[config.mk]
export PLATFORM = sky130hd
export DESIGN_NAME = alu_op_sequencer
export DESIGN_NICKNAME = d
export VERILOG_FILES = /design/src/rtl/alu_op_sequencer.sv
export SDC_FILE = /design/constraint.sdc
export NUM_CORES = 1
export LEC_CHECK = 0
export BUFFER_PORTS_ARGS = -buffer_cell sky130_fd_sc_hd__buf_2
export CAP_MARGIN = 25
export CORE_MARGIN = 2
export CORE_UTILIZATION = 52
export CTS_CLUSTER_SIZE = 8
export DETAILED_ROUTE_END_ITERATION = 8
export GPL_ROUTABILITY_DRIVEN = 0
export HOLD_SLACK_MARGIN = 0.1
export PLACE_DENSITY = 0.92
export SLEW_MARGIN = 20
export SYNTH_ARGS = -nofsm -noshare
export SYNTH_HDL_FRONTEND = slang
export SYNTH_SLANG_ARGS = --single-unit
export TNS_END_PERCENT = 30
[constraint.sdc]
create_clock -name clk -period 2.5 [get_ports clk]
set_input_delay 0 -clock clk [delete_from_list [all_inputs] [get_ports clk]]
set_output_delay 0 -clock clk [all_outputs]
set_load 0.005 [all_outputs]
[src/rtl/alu_op_sequencer.sv]
// -----------------------------------------------------------------------------
// alu_op_sequencer
//
// Issue stage in front of a WIDTH-bit bit-serial ALU. One operation is accepted
// per req_valid/req_ready handshake. The ALU bit-state is cleared with opcode
// 000 for one cycle, the operands and opcode are then held for WIDTH serial RUN
// cycles, and after one more clearing cycle the ALU result and flags are
// captured and returned on the rsp_valid/rsp_ready channel. Illegal opcodes
// never reach the ALU: they are answered in the cycle after acceptance with
// rsp_err=1 and an all-zero result.
//
// Ports
//   clk                      clock, all logic on the rising edge
//   reset                    synchronous, active-low reset
//   req_valid / req_ready    request handshake (req_ready is registered)
//   req_a, req_b             operands (WIDTH bits)
//   req_op                   001 NOR, 010 ADD, 011 XNOR, 100 SUB, others illegal
//   alu_srcA, alu_srcB       operands driven to the ALU
//   alu_opCode               opcode driven to the ALU (000 clears its bit-state)
//   alu_result               ALU result (WIDTH bits)
//   alu_zero/carry/sign      ALU flags (carry is borrow for SUB)
//   rsp_valid / rsp_ready    response handshake
//   rsp_result               captured ALU result
//   rsp_zero/carry/sign      captured ALU flags
//   rsp_err                  1 = illegal opcode, result and flags forced to 0
// -----------------------------------------------------------------------------
module alu_op_sequencer #(
  parameter int WIDTH = 4
) (
  input  logic             clk,
  input  logic             reset,
  // request channel
  input  logic             req_valid,
  output logic             req_ready,
  input  logic [WIDTH-1:0] req_a,
  input  logic [WIDTH-1:0] req_b,
  input  logic [2:0]       req_op,
  // ALU interface
  output logic [WIDTH-1:0] alu_srcA,
  output logic [WIDTH-1:0] alu_srcB,
  output logic [2:0]       alu_opCode,
  input  logic [WIDTH-1:0] alu_result,
  input  logic             alu_zero,
  input  logic             alu_carry,
  input  logic             alu_sign,
  // response channel
  output logic             rsp_valid,
  input  logic             rsp_ready,
  output logic [WIDTH-1:0] rsp_result,
  output logic             rsp_zero,
  output logic             rsp_carry,
  output logic             rsp_sign,
  output logic             rsp_err
);

  // ---------------------------------------------------------------------------
  // Constants
  // ---------------------------------------------------------------------------
  localparam logic [2:0] IDLE    = 3'd0;
  localparam logic [2:0] CLEAR   = 3'd1;
  localparam logic [2:0] RUN     = 3'd2;
  localparam logic [2:0] CAPTURE = 3'd3;
  localparam logic [2:0] HOLD    = 3'd4;

  localparam logic [2:0] OP_CLR  = 3'b000;
  localparam logic [2:0] OP_NOR  = 3'b001;
  localparam logic [2:0] OP_ADD  = 3'b010;
  localparam logic [2:0] OP_XNOR = 3'b011;
  localparam logic [2:0] OP_SUB  = 3'b100;

  // Counter value seen during the last of the WIDTH RUN cycles.
  localparam logic [WIDTH-1:0] RUN_LAST = WIDTH'(WIDTH - 1);

  // ---------------------------------------------------------------------------
  // State
  // ---------------------------------------------------------------------------
  logic [2:0]       state_q,      state_d;
  logic [2:0]       op_q,         op_d;
  logic [WIDTH-1:0] src_a_q,      src_a_d;
  logic [WIDTH-1:0] src_b_q,      src_b_d;
  logic [WIDTH-1:0] cnt_q,        cnt_d;
  logic             req_ready_q,  req_ready_d;
  logic [2:0]       alu_op_q,     alu_op_d;
  logic             rsp_valid_q,  rsp_valid_d;
  logic [WIDTH-1:0] rsp_result_q, rsp_result_d;
  logic             rsp_zero_q,   rsp_zero_d;
  logic             rsp_carry_q,  rsp_carry_d;
  logic             rsp_sign_q,   rsp_sign_d;
  logic             rsp_err_q,    rsp_err_d;

  logic             accept;
  logic             op_legal;

  assign accept   = (state_q == IDLE) && req_valid && req_ready_q;
  assign op_legal = (req_op == OP_NOR) || (req_op == OP_ADD) ||
                    (req_op == OP_XNOR) || (req_op == OP_SUB);

  // ---------------------------------------------------------------------------
  // Next-state logic
  // ---------------------------------------------------------------------------
  // NOTE: every variable gets a hold default before the case statement so no
  // path through this block leaves a value unassigned (which would infer a latch).
  always_comb begin
    state_d      = state_q;
    op_d         = op_q;
    src_a_d      = src_a_q;
    src_b_d      = src_b_q;
    cnt_d        = cnt_q;
    rsp_valid_d  = rsp_valid_q;
    rsp_result_d = rsp_result_q;
    rsp_zero_d   = rsp_zero_q;
    rsp_carry_d  = rsp_carry_q;
    rsp_sign_d   = rsp_sign_q;
    rsp_err_d    = rsp_err_q;

    case (state_q)
      IDLE: begin
        if (accept) begin
          op_d    = req_op;
          src_a_d = req_a;
          src_b_d = req_b;
          if (op_legal) begin
            state_d = CLEAR;
          end else begin
            // Illegal opcodes bypass the ALU entirely and answer immediately.
            state_d      = HOLD;
            rsp_valid_d  = 1'b1;
            rsp_err_d    = 1'b1;
            rsp_result_d = '0;
            rsp_zero_d   = 1'b0;
            rsp_carry_d  = 1'b0;
            rsp_sign_d   = 1'b0;
          end
        end
      end

      CLEAR: begin
        cnt_d   = '0;
        state_d = RUN;
      end

      RUN: begin
        if (cnt_q == RUN_LAST) begin
          state_d = CAPTURE;
        end else begin
          cnt_d = cnt_q + 1'b1;
        end
      end

      CAPTURE: begin
        // Flags are passed through untouched; the ALU owns their meaning.
        rsp_valid_d  = 1'b1;
        rsp_err_d    = 1'b0;
        rsp_result_d = alu_result;
        rsp_zero_d   = alu_zero;
        rsp_carry_d  = alu_carry;
        rsp_sign_d   = alu_sign;
        state_d      = HOLD;
      end

      HOLD: begin
        // Returning to IDLE takes a full edge; the next accept is one cycle later.
        if (rsp_ready) begin
          rsp_valid_d = 1'b0;
          state_d     = IDLE;
        end
      end

      default: begin
        state_d = IDLE;
      end
    endcase

    // Registered outputs are derived from the state being entered so that they
    // line up with that state for its whole duration.
    req_ready_d = (state_d == IDLE);
    alu_op_d    = (state_d == RUN) ? op_d : OP_CLR;
  end

  // ---------------------------------------------------------------------------
  // Registers
  // ---------------------------------------------------------------------------
  // NOTE: reset is sampled only on the clock edge, and every register
  // (operands included) is cleared so outputs are deterministic out of reset.
  always_ff @(posedge clk) begin
    if (!reset) begin
      state_q      <= IDLE;
      op_q         <= OP_CLR;
      src_a_q      <= '0;
      src_b_q      <= '0;
      cnt_q        <= '0;
      req_ready_q  <= 1'b0;
      alu_op_q     <= OP_CLR;
      rsp_valid_q  <= 1'b0;
      rsp_result_q <= '0;
      rsp_zero_q   <= 1'b0;
      rsp_carry_q  <= 1'b0;
      rsp_sign_q   <= 1'b0;
      rsp_err_q    <= 1'b0;
    end else begin
      state_q      <= state_d;
      op_q         <= op_d;
      src_a_q      <= src_a_d;
      src_b_q      <= src_b_d;
      cnt_q        <= cnt_d;
      req_ready_q  <= req_ready_d;
      alu_op_q     <= alu_op_d;
      rsp_valid_q  <= rsp_valid_d;
      rsp_result_q <= rsp_result_d;
      rsp_zero_q   <= rsp_zero_d;
      rsp_carry_q  <= rsp_carry_d;
      rsp_sign_q   <= rsp_sign_d;
      rsp_err_q    <= rsp_err_d;
    end
  end

  // ---------------------------------------------------------------------------
  // Outputs
  // ---------------------------------------------------------------------------
  assign req_ready  = req_ready_q;
  assign alu_srcA   = src_a_q;
  assign alu_srcB   = src_b_q;
  assign alu_opCode = alu_op_q;
  assign rsp_valid  = rsp_valid_q;
  assign rsp_result = rsp_result_q;
  assign rsp_zero   = rsp_zero_q;
  assign rsp_carry  = rsp_carry_q;
  assign rsp_sign   = rsp_sign_q;
  assign rsp_err    = rsp_err_q;

endmodule

* Word level (Yosys, flattened, before mapping)
Index checks and enable logic that the tools add are counted.
** Word-level totals
- Bits in registers :: 31
- Input bits :: 22
- Output and inout port bits :: 21
- Word-level logic and storage cells :: 65
** Cells by class
- Add/subtract/negate cells :: 1
- Eq/ne operators :: 14
- Multiplexer cells :: 22
- Reduce and logical (&&, ||, !) cells :: 15
** Operators by type and width (number)
- 2-to-1 mux 3 bit :: 6
- case mux 4 bit (2 select lines) :: 2
- equality test 3 x 2 -> 1 bit, second input constant :: 5
- case mux 3 bit (5 select lines) :: 1
- 2-to-1 mux 4 bit :: 3
- inequality test 2 bit, second input constant :: 4
- case mux 1 bit (2 select lines) :: 4
- equality test 3 x 1 -> 1 bit, second input constant :: 2
- equality test 3 bit, second input constant :: 2
- logical NOT 3 bit :: 2
- AND reduction 2 bit :: 3
- 2-to-1 mux 1 bit :: 5
- adder 4 x 1 -> 4 bit, second input constant :: 1
- equality test 4 x 2 -> 1 bit, second input constant :: 1
- AND reduction 4 bit :: 1
- nonzero test 2 bit :: 2
- logical OR 1 bit :: 3
- case mux 1 bit (3 select lines) :: 1
- AND reduction 3 bit :: 1
- nonzero test 3 bit :: 1
- logical AND 1 bit :: 2

* Depth between registers and ports, before layout
Gate-level depths: netlist (run 1).
- Depth after elaboration :: 9
- Mapped depth :: 5
- Mapped depth without buffers :: 4

* Worst setup path before layout (run 1)
Ideal clock, no wire load.
- Path kind :: register to register
- Start :: register cnt_q[0]
- End :: register state_q[0]
- Setup time :: 0.070 ns
- Arrival :: 1.597 ns
- Data required time :: 2.430 ns
- Setup slack :: 0.833 ns
- Cell stages (with the launch flop) :: 6
- Path buffers :: 1
- Path through :: dfxtp_1 ha_1 or3b_1 clkbuf_1 or4b_1 a21oi_1
** Between the ends
- Cells in the longest elaborated chain, start to end :: 3
** Ends and longest elaborated chain
- start, declared :: RTL line 81 : logic [WIDTH-1:0] cnt_q, cnt_d;
- start signal, assigned :: RTL line 205 : cnt_q <= cnt_d;
- equality test 4 x 2 -> 1 bit :: RTL line 143 : if (cnt_q == RUN_LAST) begin
- 2-to-1 mux 3 bit :: RTL line 143
- case mux 3 bit (5 select lines) :: RTL line 116 : case (state_q)
- end signal, assigned :: RTL line 201 : state_q <= state_d;
- end, declared :: RTL line 77 : logic [2:0] state_q, state_d;
Every way passes these cells.
A chain may end at the register's enable or synchronous reset.

* Worst setup path after layout (run 1)
- Start :: register state_q[0]
- End :: register op_q[0]
** Between the ends
- Cells in the longest elaborated chain, start to end :: 5
** Ends and longest elaborated chain
- logical NOT 3 bit * :: RTL line 94, 116
- logical AND 1 bit (2 in a row) :: RTL line 94 : assign accept = (state_q == IDLE) && req_valid && req_ready_q;
- 2-to-1 mux 3 bit :: RTL line 118 : if (accept) begin
- 2-to-1 mux 3 bit * :: RTL line 116
- end signal, assigned :: RTL line 202 : op_q <= op_d;
- end, declared :: RTL line 78 : logic [2:0] op_q, op_d;
Every way passes the cells marked *; elsewhere a longest branch is shown, timed or not.

==> results.sh, run 1 <==
export IMPL_status="finished, final reports clean"
export IMPL_vias_per_cell=5.895
export IMPL_routed_wl_um=3464
export IMPL_drtIter0Drc=50
export IMPL_yosys_area_share_adder=0.009579
export IMPL_crit_type="reg2reg"
export IMPL_ir_worst_vdd_mv=0.5199
export IMPL_power_density_mw_per_mm2=579.1
export IMPL_die_w_um=54.12
export IMPL_worstHoldStart="req_valid"
export IMPL_whs_ns=0.2887
export IMPL_grt_first_pass_wirelength_um=5319
export IMPL_arrival_ns=2.68
export IMPL_cts_inserted_buffers=5
export IMPL_holdPathEnd="alu_srcA[0]"
export IMPL_area_delta_synth_final_pct=42.24
export IMPL_grt_overflow_total=0
export IMPL_rows=18
export IMPL_fill_cells=163
export IMPL_fin_tns_setup_ns=0
export IMPL_dr_pass1_iters=4
export IMPL_cts_sinks=31
export IMPL_hpwl_um=2032
export IMPL_first_global_vias=1209
export IMPL_grt_usage=0.2527
export IMPL_avgSynthCellArea_um2=9.135
export IMPL_placed_area_mm2=0.001510
export IMPL_synth_top_family_by_area="compound AO/OA/AOI/OAI gates"
export IMPL_drive_gt1_frac=0.2692
export IMPL_worst_slew_pin_slew_ns=0.5015
export IMPL_syn_num_nets=166
export IMPL_core_area_mm2=0.002432
export IMPL_cts_reportedPaths_clkPinSlew_ns=0.10
export IMPL_skew_ns=0.007621
export IMPL_holdCritPathClass="in2reg"
export IMPL_netlist_instances=143
export IMPL_synthXorXnorAreaFrac=0.006705
export IMPL_min_delay_path_depth=5
export IMPL_layout_commonest_cell="buf_2"
export IMPL_cp_required_ns=2.77
export IMPL_clock_path_buffers=2
export IMPL_synth_simple_area_share=0.1906
export IMPL_regArea_um2=621.8
export IMPL_critPathCaptureType="register"
export IMPL_antenna_cells=0
export IMPL_crit_path_max_fanout=15
export IMPL_start_kind="register"
export IMPL_die_h_um=54.12
export IMPL_ant_nets=0
export IMPL_final_util=0.7639
export IMPL_rr_startpoint="state_q[0]"
export IMPL_cts_root_buf="clkbuf_4"
export IMPL_slew_headroom=0.6652
export IMPL_vias=1403
export IMPL_r2r_slack_ns=0.09
export IMPL_p_leak_nw=0.7841
export IMPL_fin_ws_ns=0.09440
export IMPL_die_area_mm2=0.002929
export IMPL_ys_types=38
export IMPL_grt_max_degree=19
export IMPL_period_share=0.9622
export IMPL_drc=0
export IMPL_final_area_mm2=0.001858
export IMPL_cts_tree="built"
export IMPL_final_cell_mix="42 x buf_2, 30 x dfxtp_1, 26 x dlygate4sd3_1"
export IMPL_synth_compound_gate_area_share=0.2510
export IMPL_hold_violations=0
export IMPL_rsz0062_at_grt="no"
export IMPL_drv_slew=0
export IMPL_yosys_warnings=0
export IMPL_cap_violations=0
export IMPL_syn_area_mm2=0.001306
export IMPL_start_util=0.5370
export IMPL_pre_cts_slack_ns=0.6288
export IMPL_multiInputGateArea_um2=604.3
export IMPL_seq_area_frac_synth=0.4751
export IMPL_cts_setup_buffers=0
export IMPL_htree_levels=2
export IMPL_wl_per_cell_um=14.55
export IMPL_fmax_mhz=415.7
export IMPL_min_period_ns=2.406
export IMPL_grt_antenna_before_repair=0
export IMPL_reg2reg_depth=6
export IMPL_clkLatencyLatePin_ns=0.33
export IMPL_worstReg2RegEnd="op_q[0]"
export IMPL_setup_viol=0
export IMPL_muxShareOfSynthArea=0
export IMPL_fin_nets=230
export IMPL_portBuffers=42
export IMPL_synth_seq_cells=31
export IMPL_io_pins=43
-- cell type report --
type / instances / share of cell area
Sequential cell: 31 / 0.3347
Multi-Input combinational cell: 93 / 0.3253
Inverter: 6 / 0.01212
Tap cell: 30 / 0.02020
Clock inverter: 2 / 0.01886
Clock buffer: 6 / 0.02761
Timing Repair Buffer: 70 / 0.2613
-- worst max-delay path, stage by stage (launching register included) --
cell	delay (ns)
dfxtp_1	0.45
nor4b_2	0.29
buf_4	0.23
nand4_1	0.10
dlygate4sd3_1	0.61
nand2_1	0.09
dlygate4sd3_1	0.56
-- state kept, by name, indices dropped and copies added, names as in the netlist --
| register | count |
|---|---|
| alu_srcA | 4 |
| rsp_carry | 1 |
| rsp_result | 4 |
| alu_opCode | 3 |
| op_q | 3 |
| cnt_q | 4 |
| alu_srcB | 4 |
| rsp_valid | 1 |
| rsp_err | 1 |
| rsp_zero | 1 |
| req_ready | 1 |
| rsp_sign | 1 |
| state_q | 3 |
-- metal layers --
metal | up-vias | routed length (um) | global-route usage
met2 | 63 | 1762 | 0.4157
met1 | 669 | 1423 | 0.3105
met5 | - | 0 | 0
met4 | 0 | 42 | 0.08333
met3 | 6 | 236 | 0.08056
li1 | 665 | - | -
-- cell families after synthesis --
group	Yosys count
compound gates	50
simple gates	41
flops	31
buf+inv	19
xor+xnor	1
fa+ha+maj	1
-- through the flow --
stage	total power, mW	std cells
CTS	1.077	238
global route	1.128	238
global placement	0.6411	204
floorplan	0.6039	143
detailed placement	0.6456	204
finish	1.076	238
-- synthesized netlist by cell type (all sizes together) --
master,count,share of area
a31oi,4,0.019
o21ai,13,0.050
buf,4,0.024
or3,1,0.0048
or3b,1,0.0067
a211oi,1,0.0057
a211o,2,0.013
inv,5,0.014
nor3b,1,0.0057
nor2b,3,0.014
clkinv,1,0.0029
a311o,2,0.015
nand4b,1,0.0067
nand2,6,0.017
a32o,7,0.054
and3b,1,0.0067
nand3,8,0.031
nand3b,1,0.0057
and3,1,0.0048
a21boi,1,0.0057
or4b,3,0.026
clkbuf,9,0.026
a2111oi,1,0.0067
nor3,2,0.0077
a41oi,1,0.0067
and2,2,0.0096
nand4,6,0.029
dfxtp,31,0.48
ha,1,0.0096
xnor2,1,0.0067
a21oi,15,0.057
nor4b,1,0.0067
nor2,3,0.0086
o211ai,3,0.017
-- power by group --
group	leakage (nW)	switching, mW	internal [mW]
registers	0.252	0.0201	0.512
logic	0.484	0.0675	0.0709
clock network	0.0482	0.170	0.236
-- worst max-delay path by stage --
stage	from	to	slack, ns	cells past startpoint
2_1_floorplan	cnt_q[0]	state_q[0]	0.83	5
3_3_place_gp	state_q[2]	rsp_result[2]	0.67	3
3_5_place_dp	state_q[2]	rsp_zero	0.63	3
4_1_cts	state_q[2]	op_q[2]	0.15	6
5_1_grt	state_q[0]	op_q[0]	0.008	6
6_report	state_q[0]	op_q[0]	0.09	6
-- what timing repair did --
item,4_1_cts,5_1_grt
gates resized for setup,0,1
endpoints found under the setup margin,0,2
hold endpoints to repair,24,0
hold buffers,26,0
No activity file was read; power rests on OpenSTA's default activity.
==> run 2: changes to the inputs <==
--- a/config.mk
+++ b/config.mk
@@ -5,6 +5,7 @@
 export SDC_FILE = /design/constraint.sdc
 export NUM_CORES = 1
 export LEC_CHECK = 0
+export ABC_AREA = 1
 export BUFFER_PORTS_ARGS = -buffer_cell sky130_fd_sc_hd__buf_2
 export CAP_MARGIN = 25
 export CORE_MARGIN = 2
==> run 2 against run 1 <==
- cell area down 0.54%
- core utilization up 6.4 points
- die area down 3.9%
- sequential power about the same
- combinational power up 25%
- global-route usage up 4.9 points
- synthesized area down 4.2%
- via count up 0.21%
- clock skew up 0.0084 ns
- final cell count up 12%
- register-to-register slack better by 0.15 ns
==> results.sh, run 2 <==
export IMPL_combPwrFrac=0.155
export IMPL_die_h_um=53.05
export IMPL_grt_busiest_layer="met2"
export IMPL_die_area_mm2=0.002814
export IMPL_reg2reg_depth=7
export IMPL_critPathCaptureType="register"
export IMPL_p_leak_nw=0.9019
export IMPL_fmax_mhz=442.9
export IMPL_crit_top_cell="nor2_1"
export IMPL_use_met1=0.3428
export IMPL_grt_max_degree=19
export IMPL_synth_seq_cells=31
export IMPL_fin_tns_setup_ns=0
export IMPL_cts_setup_buffers=0
export IMPL_status="finished, final reports clean"
export IMPL_switchingPower_mw=0.2769
export IMPL_final_cell_mix="42 x buf_2, 32 x nor2_1, 31 x dfxtp_1"
export IMPL_ant_nets=0
export IMPL_ys_types=24
export IMPL_power_density_mw_per_mm2=604.8
export IMPL_wl_per_cell_um=13.72
export IMPL_synth_common_cells="32 x nor2_1, 31 x dfxtp_1, 29 x nand2_1, 13 x nand3_1, 12 x a21oi_1"
export IMPL_drive_gt1_frac=0.2552
export IMPL_postCtsResizedCells=0
export IMPL_vias=1406
export IMPL_final_util=0.8275
export IMPL_grt_usage=0.3013
export IMPL_clkPwrFrac=0.368
export IMPL_regArea_um2=620.6
export IMPL_io_pins=43
export IMPL_clock_path_buffers=2
export IMPL_start_kind="register"
export IMPL_crit_path_max_fanout=18
export IMPL_stdcell_count=267
export IMPL_synth_edf_count=0
export IMPL_cts_root_buf="clkbuf_4"
export IMPL_swShare=0.2477
export IMPL_synth_top_cell_by_area="dfxtp_1"
export IMPL_start_util=0.5602
export IMPL_portBuffers=42
export IMPL_ir_worst_vdd_mv=0.6709
export IMPL_synthArstFlopShare=0
export IMPL_setup_viol=0
export IMPL_first_global_vias=1342
export IMPL_core_area_mm2=0.002233
export IMPL_grt_antenna_before_repair=0
export IMPL_grt_first_pass_wirelength_um=5865
export IMPL_clkLatencyLatePin_ns=0.34
export IMPL_cts_sinks=31
export IMPL_min_delay_path_depth=5
export IMPL_gr_usage_met3=0.1130
export IMPL_vias_per_cell=5.266
export IMPL_power_mw=1.118
export IMPL_syn_area_mm2=0.001251
export IMPL_synth_top_area_frac=0.4960
export IMPL_cts_inserted_buffers=5
export IMPL_rsz0062_at_grt="no"
export IMPL_crit_chain="inv_2 > nand2_4 > nor3_4 > inv_1 > nor2_1 > nor2_1 > dlygate4sd3_1"
export IMPL_hpwl_um=1869
export IMPL_period_share=0.9030
export IMPL_skew_ns=0.01604
export IMPL_netlist_instances=164
export IMPL_fin_ws_ns=0.2424
export IMPL_yosys_warnings=0
export IMPL_cts_tree="built"
export IMPL_fill_cells=137
export IMPL_cts_reportedPaths_clkPinSlew_ns=0.10
export IMPL_cap_violations=0
export IMPL_seqPwrFrac=0.478
export IMPL_rows=17
export IMPL_cts_hold_buf=29
export IMPL_multiInputGateArea_um2=549.3
export IMPL_avgSynthCellArea_um2=7.629
export IMPL_synth_ff_type="dfxtp_1"
export IMPL_area_delta_synth_final_pct=47.70
export IMPL_drtIter0Drc=62
export IMPL_fin_nets=261
export IMPL_syn_num_nets=187
export IMPL_worst_slew_pin_slew_ns=0.6725
export IMPL_antenna_cells=0
export IMPL_met2_usage=0.4958
export IMPL_power_internal_mw=0.8407
export IMPL_critPathSlowestCell="dlygate4sd3_1"
export IMPL_layout_commonest_cell="buf_2"
export IMPL_cp_slowest_stage_delay_ns=0.56
export IMPL_dr_pass1_iters=4
export IMPL_holdCritPathClass="in2reg"
export IMPL_synth_area_leaders="dfxtp_1 50%, nor2_1 9.6%, nand2_1 8.7%, nand3_1 5.2%, a21oi_1 4.8%"
export IMPL_htree_levels=2
export IMPL_arrival_ns=2.49
export IMPL_crit_type="reg2reg"
export IMPL_die_w_um=53.05
export IMPL_hold_violations=0
export IMPL_seq_area_frac_synth=0.4960
export IMPL_min_period_ns=2.258
export IMPL_cp_required_ns=2.74
export IMPL_drc=0
export IMPL_synth_most_common_cell="nor2_1"
export IMPL_slew_headroom=0.5502
export IMPL_grt_overflow_total=0
export IMPL_drv_slew=0
export IMPL_routed_wl_um=3662
export IMPL_placedCellCount=230
export IMPL_pre_cts_slack_ns=0.9559
run 2: critical path: cells and delay by family, from the launching register on:
kind | cells | cell delay [ns]
buffers and inverters | 3 | 0.96
flip-flops | 1 | 0.35
AND/OR/NAND/NOR | 4 | 0.84
run 2: per-layer routing:
metal / wire, um / up-vias
li1: - / 681
met1: 1448 / 650
met2: 1850 / 64
met3: 280 / 11
met4: 82 / 0
met5: 0 / -
run 2: worst paths after layout:
check	startpoint	endpoint	slack (ns)
worst max-delay path	state_q[0]	alu_srcB[1]	0.24
worst min-delay path	req_valid	state_q[0]	0.19
worst max register to register	state_q[0]	alu_srcB[1]	0.24
worst min register to register	rsp_result[1]	rsp_result[1]	0.48
run 2: power groups by stage:
stage	logic, mW	clock network, mW	registers [mW]
detailed placement	0.118	0	0.542
floorplan	0.0714	0	0.544
finish	0.173	0.411	0.534
CTS	0.161	0.407	0.531
global placement	0.116	0	0.543
global route	0.191	0.442	0.536
run 2: cells by family after synthesis:
family | after synthesis | synth area share
AO/OA/AOI/OAI | 28 | 0.1210
AND/OR/NAND/NOR | 84 | 0.3010
adder cells (fa/ha/maj) | 1 | 0.009998
buffers and inverters | 19 | 0.06499
XOR/XNOR | 1 | 0.007001
flip-flops | 31 | 0.4960
run 2: final cells by class:
class                      count  share of cell area
clock buffer                   6             0.02776
inverter                      15             0.03047
clock inverter                 2             0.01896
timing repair buffer          71              0.2708
tap                           28             0.01896
multi-input combinational    114              0.2972
sequential                    31              0.3358
run 2: through the flow:
stage | hold slack [ns] | area [um2]
2_1_floorplan | 0.1349 | 1251
3_3_place_gp | 0.2219 | 1471
3_5_place_dp | 0.2293 | 1471
4_1_cts | 0.1721 | 1848
5_1_grt | 0.1820 | 1848
6_report | 0.1914 | 1848
